**config.mk**
```make
export PLATFORM = sky130hd
export DESIGN_NAME = pipe_ctrl
export DESIGN_NICKNAME = d
export VERILOG_FILES = /design/src/rtl/pipe_ctrl.sv
export SDC_FILE = /design/constraint.sdc
export NUM_CORES = 1
export LEC_CHECK = 0
export ABC_AREA = 1
export ABC_CLOCK_PERIOD_IN_PS = 1780
export BUFFER_PORTS_ARGS = -buffer_cell sky130_fd_sc_hd__buf_2
export CAP_MARGIN = 10
export CORE_MARGIN = 3
export CORE_UTILIZATION = 33
export DETAILED_ROUTE_END_ITERATION = 8
export GPL_ROUTABILITY_DRIVEN = 0
export GPL_TIMING_DRIVEN = 0
export PLACE_DENSITY = 0.65
export SLEW_MARGIN = 20
export SYNTH_ARGS = -nofsm -noshare
export SYNTH_HDL_FRONTEND = slang
export SYNTH_SLANG_ARGS = --single-unit
```
**constraint.sdc**
```tcl
create_clock -name clk -period 1.78 [get_ports clk]
set_input_delay 0.267 -clock clk [delete_from_list [all_inputs] [get_ports clk]]
set_output_delay 0.267 -clock clk [all_outputs]
set_load 0.03 [all_outputs]
```
**src/rtl/pipe_ctrl.sv**
```systemverilog
// pipe_ctrl: stall/flush/redirect arbitration for the 5-stage core.
// Optional performance counters are enabled with `define PIPE_CTRL_PERF_EN.
module pipe_ctrl #(
  parameter int unsigned DIV_TIMEOUT = 64,
  parameter int unsigned ADDR_W      = 32
) (
  input  logic              clk,
  input  logic              rst_n,
  input  logic              ld_hazard,
  input  logic              ex_jump,
  input  logic [ADDR_W-1:0] ex_jump_addr,
  input  logic              ex_div_start,
  input  logic              ex_div_done,
  input  logic              mem_wait,
  output logic              pc_hold,
  output logic              if_id_hold,
  output logic              id_ex_hold,
  output logic              ex_mem_hold,
  output logic              if_id_flush,
  output logic              id_ex_flush,
  output logic              redirect,
  output logic [ADDR_W-1:0] redirect_addr,
  output logic              div_err,
  output logic [1:0]        state
`ifdef PIPE_CTRL_PERF_EN
  ,
  output logic [31:0]       stall_cnt,
  output logic [31:0]       flush_cnt
`endif
);

  typedef enum logic [1:0] {
    ST_RUN = 2'd0,
    ST_DIV = 2'd1,
    ST_BUS = 2'd2
  } state_e;

  // Abort when the incremented watchdog reaches this value; together with
  // the issue cycle the stall then spans exactly DIV_TIMEOUT cycles.
  localparam logic [6:0] WD_LAST = 7'(DIV_TIMEOUT - 1);

  state_e              state_q, state_d;
  logic                pend_v_q, pend_v_d;
  logic [ADDR_W-1:0]   pend_addr_q, pend_addr_d;
  logic [6:0]          wd_q, wd_d;
  logic [6:0]          wd_inc;

  logic pc_hold_c, if_id_hold_c, id_ex_hold_c, ex_mem_hold_c;
  logic if_id_flush_c, id_ex_flush_c, redirect_c, div_err_c;
  logic [ADDR_W-1:0] redirect_addr_c;

  // Priority arbitration: next state and raw strobes.
  always_comb begin
    state_d         = state_q;
    pend_v_d        = pend_v_q;
    pend_addr_d     = pend_addr_q;
    wd_d            = wd_q;
    wd_inc          = wd_q + 7'd1;
    pc_hold_c       = 1'b0;
    if_id_hold_c    = 1'b0;
    id_ex_hold_c    = 1'b0;
    ex_mem_hold_c   = 1'b0;
    if_id_flush_c   = 1'b0;
    id_ex_flush_c   = 1'b0;
    redirect_c      = 1'b0;
    redirect_addr_c = '0;
    div_err_c       = 1'b0;

    if (mem_wait) begin
      pc_hold_c     = 1'b1;
      if_id_hold_c  = 1'b1;
      id_ex_hold_c  = 1'b1;
      ex_mem_hold_c = 1'b1;
      if (ex_jump) begin
        pend_v_d    = 1'b1;
        pend_addr_d = ex_jump_addr;
      end
      if (state_q == ST_RUN) state_d = ST_BUS;
    end else if (state_q == ST_DIV) begin
      if (!ex_div_done) begin
        pc_hold_c    = 1'b1;
        if_id_hold_c = 1'b1;
        id_ex_hold_c = 1'b1;
        if (wd_inc == WD_LAST) begin
          div_err_c = 1'b1;
          state_d   = ST_RUN;
          wd_d      = '0;
        end else begin
          wd_d = wd_inc;
        end
      end else begin
        state_d = ST_RUN;
        wd_d    = '0;
      end
    end else begin
      // RUN, or BUS whose wait just dropped: both resolve the lower rules.
      state_d = ST_RUN;
      if (ex_jump || pend_v_q) begin
        redirect_c      = 1'b1;
        if_id_flush_c   = 1'b1;
        id_ex_flush_c   = 1'b1;
        redirect_addr_c = pend_v_q ? pend_addr_q : ex_jump_addr;
        pend_v_d        = 1'b0;
      end else if (ex_div_start) begin
        pc_hold_c    = 1'b1;
        if_id_hold_c = 1'b1;
        id_ex_hold_c = 1'b1;
        state_d      = ST_DIV;
        wd_d         = '0;
      end else if (ld_hazard) begin
        pc_hold_c     = 1'b1;
        if_id_hold_c  = 1'b1;
        id_ex_flush_c = 1'b1;
      end
    end
  end

  // Control state registers.
  always_ff @(posedge clk or negedge rst_n) begin
    if (!rst_n) begin
      state_q     <= ST_RUN;
      pend_v_q    <= 1'b0;
      pend_addr_q <= '0;
      wd_q        <= '0;
    end else begin
      state_q     <= state_d;
      pend_v_q    <= pend_v_d;
      pend_addr_q <= pend_addr_d;
      wd_q        <= wd_d;
    end
  end

  // Strobes are forced low while reset is held so nothing leaks out.
  assign pc_hold       = rst_n & pc_hold_c;
  assign if_id_hold    = rst_n & if_id_hold_c;
  assign id_ex_hold    = rst_n & id_ex_hold_c;
  assign ex_mem_hold   = rst_n & ex_mem_hold_c;
  assign if_id_flush   = rst_n & if_id_flush_c;
  assign id_ex_flush   = rst_n & id_ex_flush_c;
  assign redirect      = rst_n & redirect_c;
  assign redirect_addr = rst_n ? redirect_addr_c : '0;
  assign div_err       = rst_n & div_err_c;
  assign state         = state_q;

`ifdef PIPE_CTRL_PERF_EN
  logic [31:0] stall_cnt_q, stall_cnt_d;
  logic [31:0] flush_cnt_q, flush_cnt_d;

  // Saturating event counters.
  always_comb begin
    stall_cnt_d = stall_cnt_q;
    flush_cnt_d = flush_cnt_q;
    if (pc_hold && (stall_cnt_q != '1))     stall_cnt_d = stall_cnt_q + 32'd1;
    if (if_id_flush && (flush_cnt_q != '1)) flush_cnt_d = flush_cnt_q + 32'd1;
  end

  // Counter registers.
  always_ff @(posedge clk or negedge rst_n) begin
    if (!rst_n) begin
      stall_cnt_q <= '0;
      flush_cnt_q <= '0;
    end else begin
      stall_cnt_q <= stall_cnt_d;
      flush_cnt_q <= flush_cnt_d;
    end
  end

  assign stall_cnt = stall_cnt_q;
  assign flush_cnt = flush_cnt_q;
`endif

endmodule

```
### After elaboration in Yosys (flattened, before gate mapping)

Cells that the tools add are included.

* add/subtract/negate cells: 1
* equality and inequality tests: 7
* mux-type cells: 43
* bitwise gates (word level): 7
* reductions and logical operators: 8

Operator list (count)
* $mux 32: 5
* $mux 7: 5
* $mux 1: 28
* $mux 2: 5
* $add 7x1->7 const B: 1
* $eq 7x6->1 const B: 1
* $and 1x1->1: 6
* $ne 2x2->1 const B: 3
* $reduce_and 3->1: 2
* $ne 4x3->1 const B: 1
* $reduce_and 2->1: 2
* $reduce_bool 2->1: 2
* $eq 2x1->1 const B: 1
* $logic_not 2->1: 1
* $ne 2x1->1 const B: 1
* $logic_or 1x1->1: 1
* $not 1->1: 1

* register bits after elaboration: 42
* input port bits: 39
* logic and storage cells: 70

### Depth between registers and ports, before layout

* word-level depth: 7
* gate-level depth with buffers: 11
* mapped depth without buffers: 11

### Least setup slack after synthesis

Ideal clock, no wire load.

* path type: reg-to-output
* start point: register state_q[0], in the netlist state[0]
* end point: output port pc_hold
* data arrival time: 2.053 ns
* data required time: 1.513 ns
* setup slack: -0.540 ns
* cell stages (with the launch flop): 8
* path through: dfrtp_1 -> inv_1 -> nor2_4 -> nand2_1 -> a31oi_1 -> a31oi_1 -> inv_1 -> buf_4

* word-level cells in the longest chain between the ends: 4

RTL lines
* start, declared: RTL line 42 `state_e state_q, state_d;`
* start signal, assigned: RTL line 126 `state_q <= state_d;`
* $eq 2x1->1: RTL line 79 `end else if (state_q == ST_DIV) begin`
* $mux 1 (2 in a row)
* $and 1x1->1
* end, declared: RTL line 15 `output logic pc_hold,`

Every way passes these cells.

### Worst setup path in the final report

* start point: register state_q[1], in the netlist state[1]
* end point: output port redirect

* word-level cells in the longest chain between the ends: 4

RTL lines
* $eq 2x1->1: RTL line 79
* $mux 1: RTL line 79
* $mux 1: RTL line 69 `if (mem_wait) begin`
* $and 1x1->1: RTL line 140 `assign redirect = rst_n & redirect_c;`
* end, declared: RTL line 21 `output logic redirect,`

Every way passes these cells.

==> metrics <==
largest net degree at the start of global routing 23; critical path type reg2out; Req. time, crit path 1.51 ns; dpl cells 511; result of the run finished with violations; fin nets between 400 and 500; P per Cell Area between 700 and 800 mW/mm2; DR vias/cell 4.69; first-pass GRT wire length 11600 um; worst path arrival time 1.75 ns; clock sink count 42; final core utilization 59.0%; H-tree levels 2; Commonest cells post-synth nor2_1, nand2_1, inv_1; R2R Setup Slk 0.03 ns; Fmax achieved 0.495 GHz; Synth area leader dfrtp_1; Synth top area share 44.0%; Post-DRT Antenna Nets 0; detailed placer's ending HPWL 4590 um; Clk Latency, worst-skew pair 0.30 ns; max cap viols 0; Setup TNS -6.01 ns; Setup Skew 0.00445 ns; final hold violations 0; RSZ-0062 raised after global routing true; Max clock buf depth 2; relative slew slack 37.2%; GR Overflow Total 0; clock-pin slew on the worst setup and hold paths roughly 0.090 ns; Pre-antenna DRT Iters 4; critical path endpoint category output port; worst setup margin -0.239 ns; sequential-to-total area share from yosys stat between 40 and 50%; worst vdd ir 0.327 mV; layout cells sized above 1 50.0%; number of global-route vias before repair 2393; Mapped Cells 335; synth-to-layout area growth 70.6%; Core ar. 0.00691 mm2; chip height 91.1 um; CTS tree built; violated checks negative setup slack; Tcrit/Tclk final 113%; asr flop ratio synth 100%; drt drc 0; die width 91.1 um; wire per inst between 10 and 15 um; max-slew violations 0; number of synthesized flops with an enable pin 0; Mapped Area approximately 0.0024 mm2; Design Area, Final 0.00407 mm2; cell with the most instances after synthesis nor2_1; n_diodes 0; root buffer cell clkbuf_8; synth unique cells 26; Num CTS Buffers 5; wirelength, routed 7540 um; Post-Syn Nets 376; Site Rows 30; die area 0.00829 mm2; vias around 2600; Initial Utilization about a third; DP Area a little under 0.003 mm2; count of final setup violators 38; Final Non-Filler Cells approximately 540; total track usage 17.1%; worst hold path type in2async; Leakage slightly below 2 nW; num ports slightly above 80; Worst Tran Pin Value 0.939 ns; synth top area cells dfrtp_1, nor2_1, nand2_1, inv_1, a21oi_1; worst-path fanout max 7; #FFs+latches synth 42; antenna violations before repair 0; IO Port Bufs 80; CP startpoint kind register; Final Critical Period 2.02 ns; ys flop type dfrtp_1; Synthesis Warnings 0; Iter 0 DRT Violations 111; Syn Area/Cell 7.13 um2
## metrics by stage
| stage | worst slack (ns) | hold WS, ns | power, W |
|---|---|---|---|
| 6_report | -0.239 | 0.133 | 0.00290 |
| 3_5_place_dp | -0.611 | 0.475 | 0.00169 |
| 4_1_cts | -0.205 | 0.197 | 0.00272 |
| 3_3_place_gp | -0.617 | 0.466 | 0.00167 |
| 5_1_grt | -0.325 | 0.173 | 0.00305 |
| 2_1_floorplan | -0.0292 | -0.0286 | 0.00150 |
## path summary, 6_finish.rpt
kind | startpoint | to | cells after the start
max reg2reg | wd_q[0]$_DFFE_PN0P_ | state[0]$_DFFE_PN0P_ | 12
max in group asynchronous | rst_n | state[0]$_DFFE_PN0P_ | 2
min in group clk | ex_jump_addr[13] | pend_addr_q[13]$_DFFE_PN0P_ | 3
max | state[1]$_DFFE_PN0P_ | redirect | 7
min reg2reg | pend_addr_q[5]$_DFFE_PN0P_ | pend_addr_q[5]$_DFFE_PN0P_ | 2
min | rst_n | pend_addr_q[2]$_DFFE_PN0P_ | 2
## worst max-delay path, stage by stage (launching register included)
cell and delay [ns]:
dfrtp_2 0.43, nor2_4 0.23, nor2_4 0.08, nand3_4 0.19, buf_8 0.17, clkinvlp_4 0.10
buf_6 0.12, buf_6 0.12
## metal layers
metal  up-vias  routed length (um)  global-route usage [%]  share of wire (%)
li1       1263                   -                       -                  -
met2        76                3740                    28.2                 50
met3         7                 437                    3.73                5.8
met5         -                   0                       0                  0
met1      1207                3290                    22.7                 44
met4         0                  67                    4.40               0.89
## final cells by class
cell class | count | area (um2)
Fill cell | 634 | 2830
Multi-Input combinational cell | 222 | 1520
Sequential cell | 42 | 1050
Timing Repair Buffer | 106 | 866
Inverter | 52 | 199
Buffer | 18 | 175
Tap cell | 96 | 120
Clock buffer | 5 | 68.8
Clock inverter | 3 | 68.8
## registers in the layout, indices dropped and copies added, names as in the netlist
| name | cells |
|---|---|
| pend_addr_q | 32 |
| wd_q | 7 |
| state | 2 |
| pend_v_q | 1 |
## logic make-up after synthesis
logic type | Yosys count | synth area share [%]
and+or+nand+nor | 141 | 25.2
DFF | 42 | 44.0
buffers and inverters | 71 | 12.0
xor gates and xnor gates | 1 | 0.367
adders and majority gates | 2 | 1.05
AOI/OAI and AO/OA | 78 | 17.4
## report_power, final
group / total, W / leakage (nW) / internal, W / switching (W)
Sequential: 0.00114 / 0.529 / 0.00106 / 0.0000793
Clock: 0.000922 / 0.0683 / 0.000562 / 0.000360
Combinational: 0.000843 / 1.36 / 0.000351 / 0.000492
Total: 0.00290 / 1.96 / 0.00197 / 0.000931
## what timing repair did
action	in CTS	in global routing
pin swaps	11	13
gates cloned	1	1
endpoints found under the setup margin	40	41
hold endpoints to repair	22	0
hold buffers	2	0
gates resized for setup	82	138
setup buffers	12	11
## layout by cell type (no fill, tap or decap), types with 2 or more instances in the layout
cell       Yosys  layout
a21oi_1       32      11
a21oi_2        0      15
a21oi_4        0       6
buf_1          3       2
buf_12         0       3
buf_2         10      45
buf_4          2      24
buf_6          0      39
buf_8          0       4
bufinv_16      0       2
clkbuf_4       0       4
clkbuf_8       0       5
dfrtp_1       42      40
dfrtp_2        0       2
inv_1         52      49
inv_2          0       2
nand2_1       53      48
nand2_2        4       7
nand2_4        0       2
nand3_1        5       4
nand3_4        1       2
nor2_1        69      21
nor2_2         4      20
nor2_4         1      33
o21ai_0       18      18
o21ai_1       19      19
o22ai_1        5       5
Power figures use the tool's default switching activity.
